### config.mk
export PLATFORM = sky130hd
export DESIGN_NAME = param_matmul_core
export DESIGN_NICKNAME = d
export VERILOG_FILES = /design/src/rtl/matmul_pkg.sv /design/src/rtl/matmul_mac.sv /design/src/rtl/param_matmul_core.sv
export SDC_FILE = /design/constraint.sdc
export NUM_CORES = 1
export LEC_CHECK = 0
export ABC_AREA = 1
export CAP_MARGIN = 20
export CELL_PAD_IN_SITES_DETAIL_PLACEMENT = 0
export CELL_PAD_IN_SITES_GLOBAL_PLACEMENT = 2
export CORE_UTILIZATION = 41
export CTS_CLUSTER_DIAMETER = 200
export DETAILED_ROUTE_END_ITERATION = 8
export PLACE_DENSITY = 0.86
export SLEW_MARGIN = 20
export SYNTH_ARGS = -nofsm -noshare
export SYNTH_HDL_FRONTEND = slang
export SYNTH_SLANG_ARGS = --single-unit
### constraint.sdc
create_clock -name clk -period 8.54 [get_ports clk]
set_clock_uncertainty 0.1 [all_clocks]
set_input_delay 1.708 -clock clk [delete_from_list [all_inputs] [get_ports clk]]
set_output_delay 1.708 -clock clk [all_outputs]
set_load 0.05 [all_outputs]
### src/rtl/matmul_pkg.sv
`default_nettype none
// ============================================================================
// Module      : matmul_pkg
// Description : Shared definitions for the parameterised matrix multiply core.
//               Holds the FSM state encoding and the result-width helper used
//               by the top level to size the C element width.
// Revision    : 1.0 - initial release
// ============================================================================
package matmul_pkg;

    // FSM state encoding (two bits, one spare code that decodes to LOAD)
    typedef logic [1:0] state_t;

    localparam state_t ST_LOAD    = 2'd0;
    localparam state_t ST_COMPUTE = 2'd1;
    localparam state_t ST_OUTPUT  = 2'd2;

    // Width of one C element: a full-precision product plus enough headroom
    // for the N-term dot product to never overflow.
    function automatic int calc_cw(input int dw, input int n);
        return 2 * dw + $clog2(n);
    endfunction

endpackage
`default_nettype wire

### src/rtl/matmul_mac.sv
`default_nettype none
// ============================================================================
// Module      : matmul_mac
// Description : Single multiply-accumulate lane. Forms a*b at full precision,
//               extends it to CW bits (zero- or sign-extension by SIGNED) and
//               adds it to a running accumulator.
// Ports       : clk, rst_n    - clock, async active-low reset
//               en_i          - accumulate this cycle
//               last_i        - last term of the dot product; accumulator
//                               restarts from zero after this cycle
//               flush_i       - abort; accumulator forced to zero
//               a_i, b_i      - operand elements
//               sum_o         - accumulator plus current product
// Revision    : 1.0 - initial release
// ============================================================================
module matmul_mac #(
    parameter int DW     = 8,
    parameter int CW     = 18,
    parameter int SIGNED = 0
) (
    input  logic          clk,
    input  logic          rst_n,
    input  logic          en_i,
    input  logic          last_i,
    input  logic          flush_i,
    input  logic [DW-1:0] a_i,
    input  logic [DW-1:0] b_i,
    output logic [CW-1:0] sum_o
);

    logic [CW-1:0] acc_q;
    logic [CW-1:0] acc_d;
    logic [CW-1:0] w_prod_ext;

    // Operands are widened to 2*DW before multiplying so the product is
    // computed at full precision in both arithmetic modes.
    generate
        if (SIGNED != 0) begin : g_signed
            logic signed [2*DW-1:0] w_prod;
            assign w_prod     = $signed({{DW{a_i[DW-1]}}, a_i}) *
                                $signed({{DW{b_i[DW-1]}}, b_i});
            assign w_prod_ext = {{(CW-2*DW){w_prod[2*DW-1]}}, w_prod};
        end else begin : g_unsigned
            logic [2*DW-1:0] w_prod;
            assign w_prod     = {{DW{1'b0}}, a_i} * {{DW{1'b0}}, b_i};
            assign w_prod_ext = {{(CW-2*DW){1'b0}}, w_prod};
        end
    endgenerate

    assign sum_o = acc_q + w_prod_ext;

    always_comb begin
        acc_d = acc_q;
        if (flush_i) begin
            acc_d = '0;
        end else if (en_i) begin
            // The finished sum leaves through sum_o; start the next element clean
            acc_d = last_i ? '0 : sum_o;
        end
    end

    always_ff @(posedge clk or negedge rst_n) begin
        if (!rst_n) begin
            acc_q <= '0;
        end else begin
            acc_q <= acc_d;
        end
    end

endmodule
`default_nettype wire

### src/rtl/param_matmul_core.sv
`default_nettype none
// ============================================================================
// Module      : param_matmul_core
// Description : N x N matrix multiply C = A * B using one shared MAC.
//               LOAD    : 2*N*N stream handshakes fill A then B (row-major)
//               COMPUTE : N^3 cycles, loop order i, j, k (k innermost)
//               OUTPUT  : C streamed row-major with ready/valid backpressure
// Ports       : clk, rst_n            - clock, async active-low reset
//               clear                 - synchronous abort back to LOAD
//               in_data/in_valid/in_ready    - operand input stream
//               out_data/out_valid/out_ready - result output stream
//               out_last              - flags C[N-1][N-1]
//               busy                  - high in COMPUTE and OUTPUT
// Revision    : 1.0 - initial release
// ============================================================================
module param_matmul_core
    import matmul_pkg::*;
#(
    parameter int N      = 3,
    parameter int DW     = 8,
    parameter int SIGNED = 0,
    localparam int CW    = calc_cw(DW, N)
) (
    input  logic          clk,
    input  logic          rst_n,
    input  logic          clear,
    input  logic [DW-1:0] in_data,
    input  logic          in_valid,
    output logic          in_ready,
    output logic [CW-1:0] out_data,
    output logic          out_valid,
    input  logic          out_ready,
    output logic          out_last,
    output logic          busy
);

    localparam int NN = N * N;
    localparam int LW = $clog2(2 * NN);   // load counter / operand address
    localparam int OW = $clog2(NN);       // result index
    localparam int IW = $clog2(N);        // i, j, k loop counters

    // A occupies entries 0..NN-1 and B entries NN..2*NN-1, so the load
    // counter doubles as the write address.
    logic [DW-1:0] ab_mem [2*NN];
    logic [CW-1:0] c_mem  [NN];

    state_t        state_q,    state_d;
    logic [LW-1:0] load_cnt_q, load_cnt_d;
    logic [IW-1:0] i_q, i_d;
    logic [IW-1:0] j_q, j_d;
    logic [IW-1:0] k_q, k_d;
    logic [OW-1:0] out_idx_q,  out_idx_d;

    logic          w_in_load;
    logic          w_in_compute;
    logic          w_in_output;
    logic          w_load_hs;
    logic          w_out_hs;
    logic          w_i_last;
    logic          w_j_last;
    logic          w_k_last;
    logic          w_out_idx_last;
    logic [LW-1:0] w_a_addr;
    logic [LW-1:0] w_b_addr;
    logic [OW-1:0] w_c_addr;
    logic [CW-1:0] w_mac_sum;

    assign w_in_load    = (state_q == ST_LOAD);
    assign w_in_compute = (state_q == ST_COMPUTE);
    assign w_in_output  = (state_q == ST_OUTPUT);

    assign w_load_hs = w_in_load && in_valid;
    assign w_out_hs  = w_in_output && out_ready;

    assign w_i_last       = (i_q == IW'(N - 1));
    assign w_j_last       = (j_q == IW'(N - 1));
    assign w_k_last       = (k_q == IW'(N - 1));
    assign w_out_idx_last = (out_idx_q == OW'(NN - 1));

    // A[i][k] and B[k][j] addresses inside the shared operand store
    assign w_a_addr = LW'(i_q) * LW'(N) + LW'(k_q);
    assign w_b_addr = LW'(NN) + LW'(k_q) * LW'(N) + LW'(j_q);
    assign w_c_addr = OW'(i_q) * OW'(N) + OW'(j_q);

    // ------------------------------------------------------------------
    // Next-state and counter logic; clear overrides every handshake
    // ------------------------------------------------------------------
    always_comb begin
        state_d    = state_q;
        load_cnt_d = load_cnt_q;
        i_d        = i_q;
        j_d        = j_q;
        k_d        = k_q;
        out_idx_d  = out_idx_q;

        if (clear) begin
            state_d    = ST_LOAD;
            load_cnt_d = '0;
            i_d        = '0;
            j_d        = '0;
            k_d        = '0;
            out_idx_d  = '0;
        end else begin
            case (state_q)
                ST_LOAD: begin
                    if (w_load_hs) begin
                        if (load_cnt_q == LW'(2 * NN - 1)) begin
                            load_cnt_d = '0;
                            state_d    = ST_COMPUTE;
                        end else begin
                            load_cnt_d = load_cnt_q + LW'(1);
                        end
                    end
                end

                ST_COMPUTE: begin
                    k_d = k_q + IW'(1);
                    if (w_k_last) begin
                        k_d = '0;
                        j_d = j_q + IW'(1);
                        if (w_j_last) begin
                            j_d = '0;
                            i_d = i_q + IW'(1);
                            if (w_i_last) begin
                                i_d     = '0;
                                state_d = ST_OUTPUT;
                            end
                        end
                    end
                end

                ST_OUTPUT: begin
                    if (w_out_hs) begin
                        if (w_out_idx_last) begin
                            out_idx_d = '0;
                            state_d   = ST_LOAD;
                        end else begin
                            out_idx_d = out_idx_q + OW'(1);
                        end
                    end
                end

                default: begin
                    state_d = ST_LOAD;
                end
            endcase
        end
    end

    always_ff @(posedge clk or negedge rst_n) begin
        if (!rst_n) begin
            state_q    <= ST_LOAD;
            load_cnt_q <= '0;
            i_q        <= '0;
            j_q        <= '0;
            k_q        <= '0;
            out_idx_q  <= '0;
        end else begin
            state_q    <= state_d;
            load_cnt_q <= load_cnt_d;
            i_q        <= i_d;
            j_q        <= j_d;
            k_q        <= k_d;
            out_idx_q  <= out_idx_d;
        end
    end

    // ------------------------------------------------------------------
    // Storage: no reset, contents are always rewritten by the next job
    // ------------------------------------------------------------------
    always_ff @(posedge clk) begin
        if (w_load_hs && !clear) begin
            ab_mem[load_cnt_q] <= in_data;
        end
    end

    // The dot product finishes on the k == N-1 cycle, so the MAC's
    // combinational sum is captured directly into C.
    always_ff @(posedge clk) begin
        if (w_in_compute && w_k_last && !clear) begin
            c_mem[w_c_addr] <= w_mac_sum;
        end
    end

    matmul_mac #(
        .DW     (DW),
        .CW     (CW),
        .SIGNED (SIGNED)
    ) u_mac (
        .clk     (clk),
        .rst_n   (rst_n),
        .en_i    (w_in_compute && !clear),
        .last_i  (w_k_last),
        .flush_i (clear),
        .a_i     (ab_mem[w_a_addr]),
        .b_i     (ab_mem[w_b_addr]),
        .sum_o   (w_mac_sum)
    );

    // ------------------------------------------------------------------
    // Outputs: decoded from state so they hold naturally under backpressure
    // ------------------------------------------------------------------
    assign in_ready  = w_in_load;
    assign out_valid = w_in_output;
    assign out_last  = w_in_output && w_out_idx_last;
    assign out_data  = w_in_output ? c_mem[out_idx_q] : '0;
    assign busy      = w_in_compute || w_in_output;

endmodule
`default_nettype wire

After elaboration in Yosys (flattened, before gate mapping)

Memory sizes are Yosys's and may differ from the RTL's.
Index checks and enable logic that the tools add are counted.

Memory bits (writable): 306
Output and inout bits: 22
Register bits after elaboration: 35
Memories: 2

Memories:

| name   | depth | bits a word | read ports | clocked after memory_dff | wr ports | line                    | source |
|---|---|---|---|---|---|---|---|
| c_mem  | 9     | 18          | 1          | 0                        | 1        | param_matmul_core.sv:45 | `logic [CW-1:0] c_mem [NN];` |
| ab_mem | 18    | 8           | 2          | 0                        | 1        | param_matmul_core.sv:44 | `logic [DW-1:0] ab_mem [2*NN];` |

Reductions and logical operators: 23
Mux-type cells: 37
Add/sub/neg operators: 10
Equality and inequality tests: 14
Multiply operators: 4

Operators by type and width:

| operator                                                            | count |
|---|---|
| 18-bit 2-to-1 mux                                                   | 4 |
| 2-bit 2-to-1 mux                                                    | 20 |
| 3-bit by 2-bit != test with 1-bit output (second input constant)    | 7 |
| 5-bit 2-to-1 mux                                                    | 4 |
| 18-bit by 16-bit adder with 18-bit output                           | 1 |
| 8-bit by 8-bit multiplier with 16-bit output                        | 1 |
| 4-bit 2-to-1 mux                                                    | 4 |
| 2-bit nonzero test                                                  | 8 |
| 2-bit by 2-bit multiplier with 4-bit output (second input constant) | 3 |
| 2-bit == test (second input constant)                               | 4 |
| 1-bit logical AND                                                   | 7 |
| 7-bit AND reduction                                                 | 1 |
| 2-bit by 1-bit adder with 2-bit output (second input constant)      | 3 |
| 2-bit case mux with 3 select lines                                  | 1 |
| 2-bit AND reduction                                                 | 3 |
| 4-bit by 2-bit adder with 5-bit output                              | 1 |
| 4-bit by 4-bit adder with 5-bit output (first input constant)       | 1 |
| 5-bit by 1-bit adder with 5-bit output (second input constant)      | 1 |
| 5-bit by 2-bit adder with 5-bit output                              | 1 |
| 5-bit == test (second input constant)                               | 1 |
| 4-bit by 1-bit adder with 4-bit output (second input constant)      | 1 |
| 4-bit by 2-bit adder with 4-bit output                              | 1 |
| 4-bit == test (second input constant)                               | 1 |
| 1-bit 2-to-1 mux                                                    | 4 |
| other kinds (5)                                                     | 5 |

Depth between registers and ports, before layout

Gate-level depths: netlist of the first run.
An unclocked memory read counts as a cell.

Depth after elaboration: 9
Depth in mapped cells: 33

Modules after synthesis

Synthesis of the first run repeated with hierarchy kept, for this count alone.

Cells, all modules: 2005
Area, all modules: 18805.5 sq um

By module, submodules not included:

| module            | instances | seq. area each (sq um) | area each (sq um) | cells an instance |
|---|---|---|---|---|
| param_matmul_core | 1         | 9614.2                 | 15154.5           | 1494 |
| matmul_mac        | 1         | 450.4                  | 3651.0            | 511 |

Worst setup path after synthesis of the first run

OpenSTA, ideal clock, no wires.

Path kind: register -> register
Start: reg j_q[1]
End: mem c_mem[0][16] (data pin)
Data arrival time: 5837 ps
Setup time: 277 ps
Stages on the path, launching flop included: 30
Path slack: 2326 ps
Cells stage by stage: dfrtp_1 fa_1 inv_1 fa_1 inv_1 fa_1 buf_2 inv_1 buf_4 nand3_1 nand3_1 nand2_1 nand2_2 nand3b_1 fa_1 inv_1 fa_1 inv_1 fa_1 fa_1 inv_1 ha_1 nand2_1 nor2_1 nand2_1 nand3_1 nand2_1 nand2_1 nand2_1 and2_1

Cells in the longest elaborated chain, start to end: 4

RTL lines:

| item                                         | line                     | source |
|---|---|---|
| start: declaration                           | param_matmul_core.sv:50  | `logic [IW-1:0] j_q, j_d;` |
| start signal: assignment                     | param_matmul_core.sv:162 | `j_q <= j_d;` |
| 5-bit by 2-bit adder with 5-bit output       | param_matmul_core.sv:82  | `assign w_b_addr = LW'(NN) + LW'(k_q) * LW'(N) + LW'(j_q);` |
| memory read 18 x 8 bit                       | --                       |  |
| 8-bit by 8-bit multiplier with 16-bit output | matmul_mac.sv:45         | `assign w_prod = {{DW{1'b0}}, a_i} * {{DW{1'b0}}, b_i};` |
| 18-bit by 16-bit adder with 18-bit output    | matmul_mac.sv:50         | `assign sum_o = acc_q + w_prod_ext;` |
| net u_mac.sum_o[16]                          | matmul_mac.sv:28         | `output logic [CW-1:0] sum_o` |
| end: declaration                             | param_matmul_core.sv:45  |  |

The timed path passes the listed nets, and every way through them passes these cells.

Worst setup path in the final report of the first run

Start: reg j_q[1]
End: mem c_mem[8][11] (data pin)

The elaborated chain is that of the path after synthesis.

==> results of run 1 <==
[kinds of logic after synthesis]
kind of cell / count (synthesis) / synth area share
AO/OA/AOI/OAI: 112 / 0.0338
XOR/XNOR: 12 / 0.00570
adder cells (fa/ha/maj): 120 / 0.105
buffers and inverters: 285 / 0.0707
flip-flops: 341 / 0.546
AND/OR/NAND/NOR: 1026 / 0.239
[critical path, cell delays in order, from the launching register on]
cell and delay [ns]:
dfrtp_1 0.44, fa_1 0.58, inv_1 0.05, fa_1 0.35
inv_1 0.09, fa_1 0.45, inv_1 0.58, nand3_1 0.18
nand3_1 0.16, nand2_1 0.12, nand2_1 0.12, nand2_2 0.14
nor2_1 0.18, fa_1 0.44, fa_1 0.47, fa_1 0.49
inv_1 0.05, fa_1 0.47, inv_1 0.04, ha_1 0.35
nand2_1 0.12, nor2_1 0.17, a21oi_1 0.11, xnor2_1 0.62
[per-stage QoR]
stage / hold slack (ns) / std cells / cell area [µm²] / utilization
finish: 0.387 / 2526 / 20500 / 0.463
detailed placement: 0.378 / 2458 / 19200 / 0.434
global route: 0.418 / 2526 / 20500 / 0.463
global placement: 0.367 / 2458 / 19200 / 0.434
floorplan: 0.349 / 1896 / 18400 / -
CTS: 0.391 / 2526 / 20500 / 0.463
[sequential cells by signal, summed over array words and instances, names as in the netlist]
register     flops
j_q              2
out_idx_q        4
u_mac.acc_q     18
state_q          2
c_mem          162
load_cnt_q       5
ab_mem         144
k_q              2
i_q              2
[synthesized netlist by cell type, types with 4 or more instances]
cell        n
nand2_2    17
dfrtp_1    35
inv_2       8
xor2_1      6
a21oi_1     7
buf_6      17
o22ai_1    29
and2_1      7
inv_1     188
ha_1       63
buf_1       4
edfxtp_1  306
nand3_1   346
buf_4      16
o21ai_0    65
xnor2_1     6
nor3_1      7
nor2_1    143
fa_1       57
nor4_1      6
clkbuf_1   21
nand2_1   492
buf_2      30
o211ai_1    8
[final cells by class]
| type | instances | area, µm² |
|---|---|---|
| Fill cell | 4114 | 23800 |
| Sequential cell | 341 | 10100 |
| Multi-Input combinational cell | 1270 | 7110 |
| Clock buffer | 58 | 1150 |
| Inverter | 197 | 747 |
| Tap cell | 592 | 741 |
| Timing Repair Buffer | 58 | 515 |
| Clock inverter | 10 | 129 |
[metal layers]
layer	vias up	part of all wire
met5	-	0
met4	0	0.031
met3	93	0.051
met2	373	0.51
met1	6428	0.41
li1	6358	-
[worst paths after layout]
path | from | endpoint | slack (ns) | cells after the start
worst min register to register | u_mac.acc_q[14]$_DFFE_PN0P_ | u_mac.acc_q[14]$_DFFE_PN0P_ | 0.39 | 2
worst max register to register | j_q[1]$_DFFE_PN0P_ | c_mem[8][11]$_DFFE_PP_ | 1.34 | 23
worst min-delay path | u_mac.acc_q[14]$_DFFE_PN0P_ | u_mac.acc_q[14]$_DFFE_PN0P_ | 0.39 | 2
min in group asynchronous | rst_n | out_idx_q[1]$_DFFE_PN0P_ | 1.20 | 1
worst max-delay path | j_q[1]$_DFFE_PN0P_ | c_mem[8][11]$_DFFE_PP_ | 1.34 | 23
max in group asynchronous | rst_n | out_idx_q[0]$_DFFE_PN0P_ | 6.50 | 1
==> results.md, run 1 <==
- Status: finished clean
- Die area: 45800 µm²
- Die height: 214 µm
- Element type at the critical path start: register
- I/O pin cnt: 35
- WL per Instance: 19.9 µm
- Syn Nets: 2029
- Pre-CTS setup slack: about 1.3 ns
- DRT Pass-1 Iters: 5
- Vias per std cell: 5.25
- First-pass GRT wire length: 77200 µm
- Root buffer cell: clkbuf_16
- Remaining DRCs: 0
- Commonest non-fill, non-tap cell in the layout: nand2_1
- Hold Path Class: reg2reg
- Num CTS Buffers: 39
- Reg clk slew, reported paths: 0.06 ns
- Setup TNS: 0 ns
- Row Count: 77
- Routing usage on met1: 0.273
- Req. time, crit path: just under 9 ns
- # hold bufs at CTS: 0
- Top cells by area, synth: edfxtp_1 (50%), nand2_1 (10%), nand3_1 (9.4%)
- Sequential-to-total area share from yosys stat: 0.546
- Core area: 44200 µm²
- Final Max Slew Viols: 0
- # port buffers: 34
- CP max FO: 16
- Layout cell share with drive strength beyond 1: 0.0620
- Critical path class: reg2reg
- GR Overflow Total: 0
- Max Fclk: 139 MHz
- GR peak layer: met2
- Share of the synthesized area in the top cell type: 0.499
- Max_slew headroom: 0.298
- Clock sink total: 341
- Mapped Cells: 1896
- Largest net degree at the start of global routing: 76
- Mean Syn Cell Area: 9.72 µm²
- Inserted Diodes: 0
- Cell taking the most area after synthesis: edfxtp_1
- Synth warn: 0
- Final Hold Viols: 0
- Max Cap Violations: 0
- TritonCTS clock tree: built
- Clock tree buffer depth: 3
- Routability cong.: 0.849
- Crit path DAT: around 7.3 ns
- Area Overhead vs Synth: 11.1%
- Die width: ~210 µm
- # setup viols final: 0
- Asr flop ratio synth: 0.103
- RSZ-0062 raised after global routing: false
- Met3 usage: 0.0293
- Critical path endpoint category: register
- Post-synth EDFFs: around 310
- Final #Nets: 2040
- Crit path time final: a little over 7 ns
- Routed wire length: ~50000 µm
- Register bit count reported by yosys: ~340
- Most frequent cells in the layout: nand2_1 (492), nand3_1 (346), edfxtp_1 (306)
- Vias in the first global route: approximately 13000
- PostCTS Resize Cnt: 0
- Synth unique cells: 33
- Hpwl dp: 32200 µm
- Detailed-route via count: between 10000 and 15000
- Initial antenna violation count: 0
- Routed Antenna Nets: 0
- Post-CTS setup buffers: 0
- First DRT Iteration DRCs: 1008
- Total track usage: 0.221
- Global-route met2 utilization: 0.392
- Initial Utilization: 0.417
- Worst-Skew Late Latency: roughly 0.55 ns
- Crit share post-route: 0.843
- Ys flop type: edfxtp_1
- Setup ws final: 1.34 ns
- Mapped cell area: 18400 µm²
- Worst Tran Pin Value: 1.05 ns
- H-Tree Depth: 2
Power of run 1 is not shown: default switching activity piles up to over one toggle a cycle in this logic, so the estimate is an artifact.
==> run 2: changes to the inputs <==
--- a/config.mk
+++ b/config.mk
@@ -9,10 +9,10 @@
 export CAP_MARGIN = 20
 export CELL_PAD_IN_SITES_DETAIL_PLACEMENT = 0
 export CELL_PAD_IN_SITES_GLOBAL_PLACEMENT = 2
-export CORE_UTILIZATION = 41
+export CORE_UTILIZATION = 37
 export CTS_CLUSTER_DIAMETER = 200
 export DETAILED_ROUTE_END_ITERATION = 8
-export PLACE_DENSITY = 0.86
+export PLACE_DENSITY = 0.82
 export SLEW_MARGIN = 20
 export SYNTH_ARGS = -nofsm -noshare
 export SYNTH_HDL_FRONTEND = slang
==> constraint.sdc (replaced) <==
create_clock -name clk -period 6 [get_ports clk]
set_clock_uncertainty 0.1 [all_clocks]
set_input_delay 1.2 -clock clk [delete_from_list [all_inputs] [get_ports clk]]
set_output_delay 1.2 -clock clk [all_outputs]
set_load 0.05 [all_outputs]
==> run 2 against run 1 <==
The run now ends with setup timing left. Cell count rose by 9.1%. Global-route usage fell by 0.27 points. First-iteration DRC count fell by 13%. Non-clock buffer count rose by 146. Core utilization rose by 0.51 points. Highest routed layer unchanged. Clock-buffer cell count fell by 4. Critical path type unchanged. Die area rose by 11%.
==> results.md, run 2 (synthesis results as in run 1) <==
- Row Count: 81
- Vias per std cell: 5.13
- Crit path DAT: approximately 6.6 ns
- Final Max Slew Viols: 0
- Largest register FFs: 162
- CP max stage cell: fa_1
- Setup ws final: -0.419 ns
- CP startpoint: j_q[1]$_DFFE_PN0P_
- Die width: 225 µm
- Initial antenna violation count: 0
- Num CTS Buffers: 40
- Vias in the first global route: 14000
- Layout cell share with drive strength beyond 1: 0.207
- GR Overflow Total: 0
- Inserted Diodes: 0
- First DRT Iteration DRCs: roughly 880
- TritonCTS clock tree: built
- Most frequent cells in the layout: nand2_1 (447), nand3_1 (306), edfxtp_1 (306)
- Hold Path Class: reg2reg
- Max incr delay on CP: 0.57 ns
- Multi-input logic area: 7990 µm²
- Failing checks: setup timing
- Core area: 49100 µm²
- Final #Nets: 2194
- Die height: 225 µm
- Critical path class: reg2reg
- Pre-CTS setup slack: -0.813 ns
- Worst-Skew Late Latency: 0.56 ns
- Element type at the critical path start: register
- R2R Setup Slk: -0.42 ns
- Clock sink total: 341
- Fill cells: 4578
- Routed Antenna Nets: 0
- CP max FO: 6
- Largest register by flop count: c_mem
- Endpoint with the worst hold slack: u_mac.acc_q[14]$_DFFE_PN0P_
- DRT Pass-1 Iters: 5
- H-Tree Depth: 2
- Area occupied by registers: 10100 µm²
- Max Fclk: about 160 MHz
- Reg2reg start: j_q[1]$_DFFE_PN0P_
- # port buffers: 34
- Worst Tran Pin Value: ~1.1 ns
- Crit path time final: 6.42 ns
- # hold bufs at CTS: 0
- Top Registers: c_mem x162, ab_mem x144, u_mac.acc_q x18
- Initial Utilization: 0.376
- Commonest non-fill, non-tap cell in the layout: nand2_1
- Worst R2R Path Depth: 30
- Die area: 50700 µm²
- Status: finished, violations left
- Detailed-route via count: 14100
- Req. time, crit path: 6.21 ns
- Remaining DRCs: 0
- First-pass GRT wire length: 83300 µm
- WL per Instance: 20.0 µm
- Area Overhead vs Synth: 24.5%
- Crit share post-route: 1.07
- Routability cong.: approximately 0.88
- RR Endpoint: c_mem[5][16]$_DFFE_PP_
- Clock tree buffer depth: 3
- Hold path cells: 2
- Final Non-Filler Cells: 2757
- Final Hold Viols: 0
- Routed wire length: 55200 µm
- Root buffer cell: clkbuf_16
- Placed cell count: 2648
- Hpwl dp: 36100 µm
- Reg clk slew, reported paths: 0.06 ns
- I/O pin cnt: 35
- Largest net degree at the start of global routing: 75
- Hold Crit Start: u_mac.acc_q[14]$_DFFE_PN0P_
- RSZ-0062 raised after global routing: true
- Critical path endpoint category: register
- Max Cap Violations: 0
- Setup TNS: -34.81 ns
- # setup viols final: 129
- Max_slew headroom: 0.267
- Total track usage: 0.218
## run 2: area by class of cell
class / count / share of cell area
repair buffers: 204 / 0.0864
clock buffers: 54 / 0.0464
flip-flops and latches: 341 / 0.439
multi-input cells: 1275 / 0.348
well taps: 664 / 0.0362
repair inverters: 2 / 0.000654
clock inverters: 20 / 0.0103
inverters: 197 / 0.0332
## run 2: critical path: cells and delay by family, from the launching register on
| kind | cells | cell delay [ns] |
|---|---|---|
| flip-flops | 1 | 0.40 |
| buffers and inverters | 9 | 0.80 |
| AND/OR/NAND/NOR | 13 | 1.14 |
| adder cells (fa/ha/maj) | 8 | 3.70 |
## run 2: metal layers
layer	global-route usage	share of wire	wire, µm	up-vias
li1	-	-	-	6693
met1	0.276	0.41	22600	6865
met2	0.378	0.49	27300	451
met3	0.0305	0.053	2930	136
met4	0.0819	0.043	2370	0
met5	0	0	0	-
## run 2: what timing repair did
action                     in CTS  in global routing
hold endpoints to repair        0                  0
buffers inserted               15                 12
setup endpoints to repair     130                139
gates resized for setup       102                127
gates cloned                    4                  4
pin swaps                      18                 38
## run 2: through the flow
step	instance area (µm²)	hold slack (ns)	util
after global routing	22900	0.424	0.468
final	22900	0.386	0.468
after floorplan	18500	0.349	-
after global placement	20400	0.369	0.416
after detailed placement	20400	0.370	0.416
after CTS	22300	0.391	0.454
## run 2: worst max path at each step
stage / endpoint / slack, ns / depth (start not counted)
6_report: c_mem[5][16]$_DFFE_PP_ / -0.42 / 30
5_1_grt: c_mem[5][16]$_DFFE_PP_ / -0.58 / 30
4_1_cts: c_mem[6][14]$_DFFE_PP_ / -0.38 / 30
3_5_place_dp: c_mem[2][9]$_DFFE_PP_ / -0.81 / 24
3_3_place_gp: c_mem[0][9]$_DFFE_PP_ / -0.70 / 24
2_1_floorplan: c_mem[0][9]$_DFFE_PP_ / 0.001 / 26
Power of run 2 is left out for the same reason.
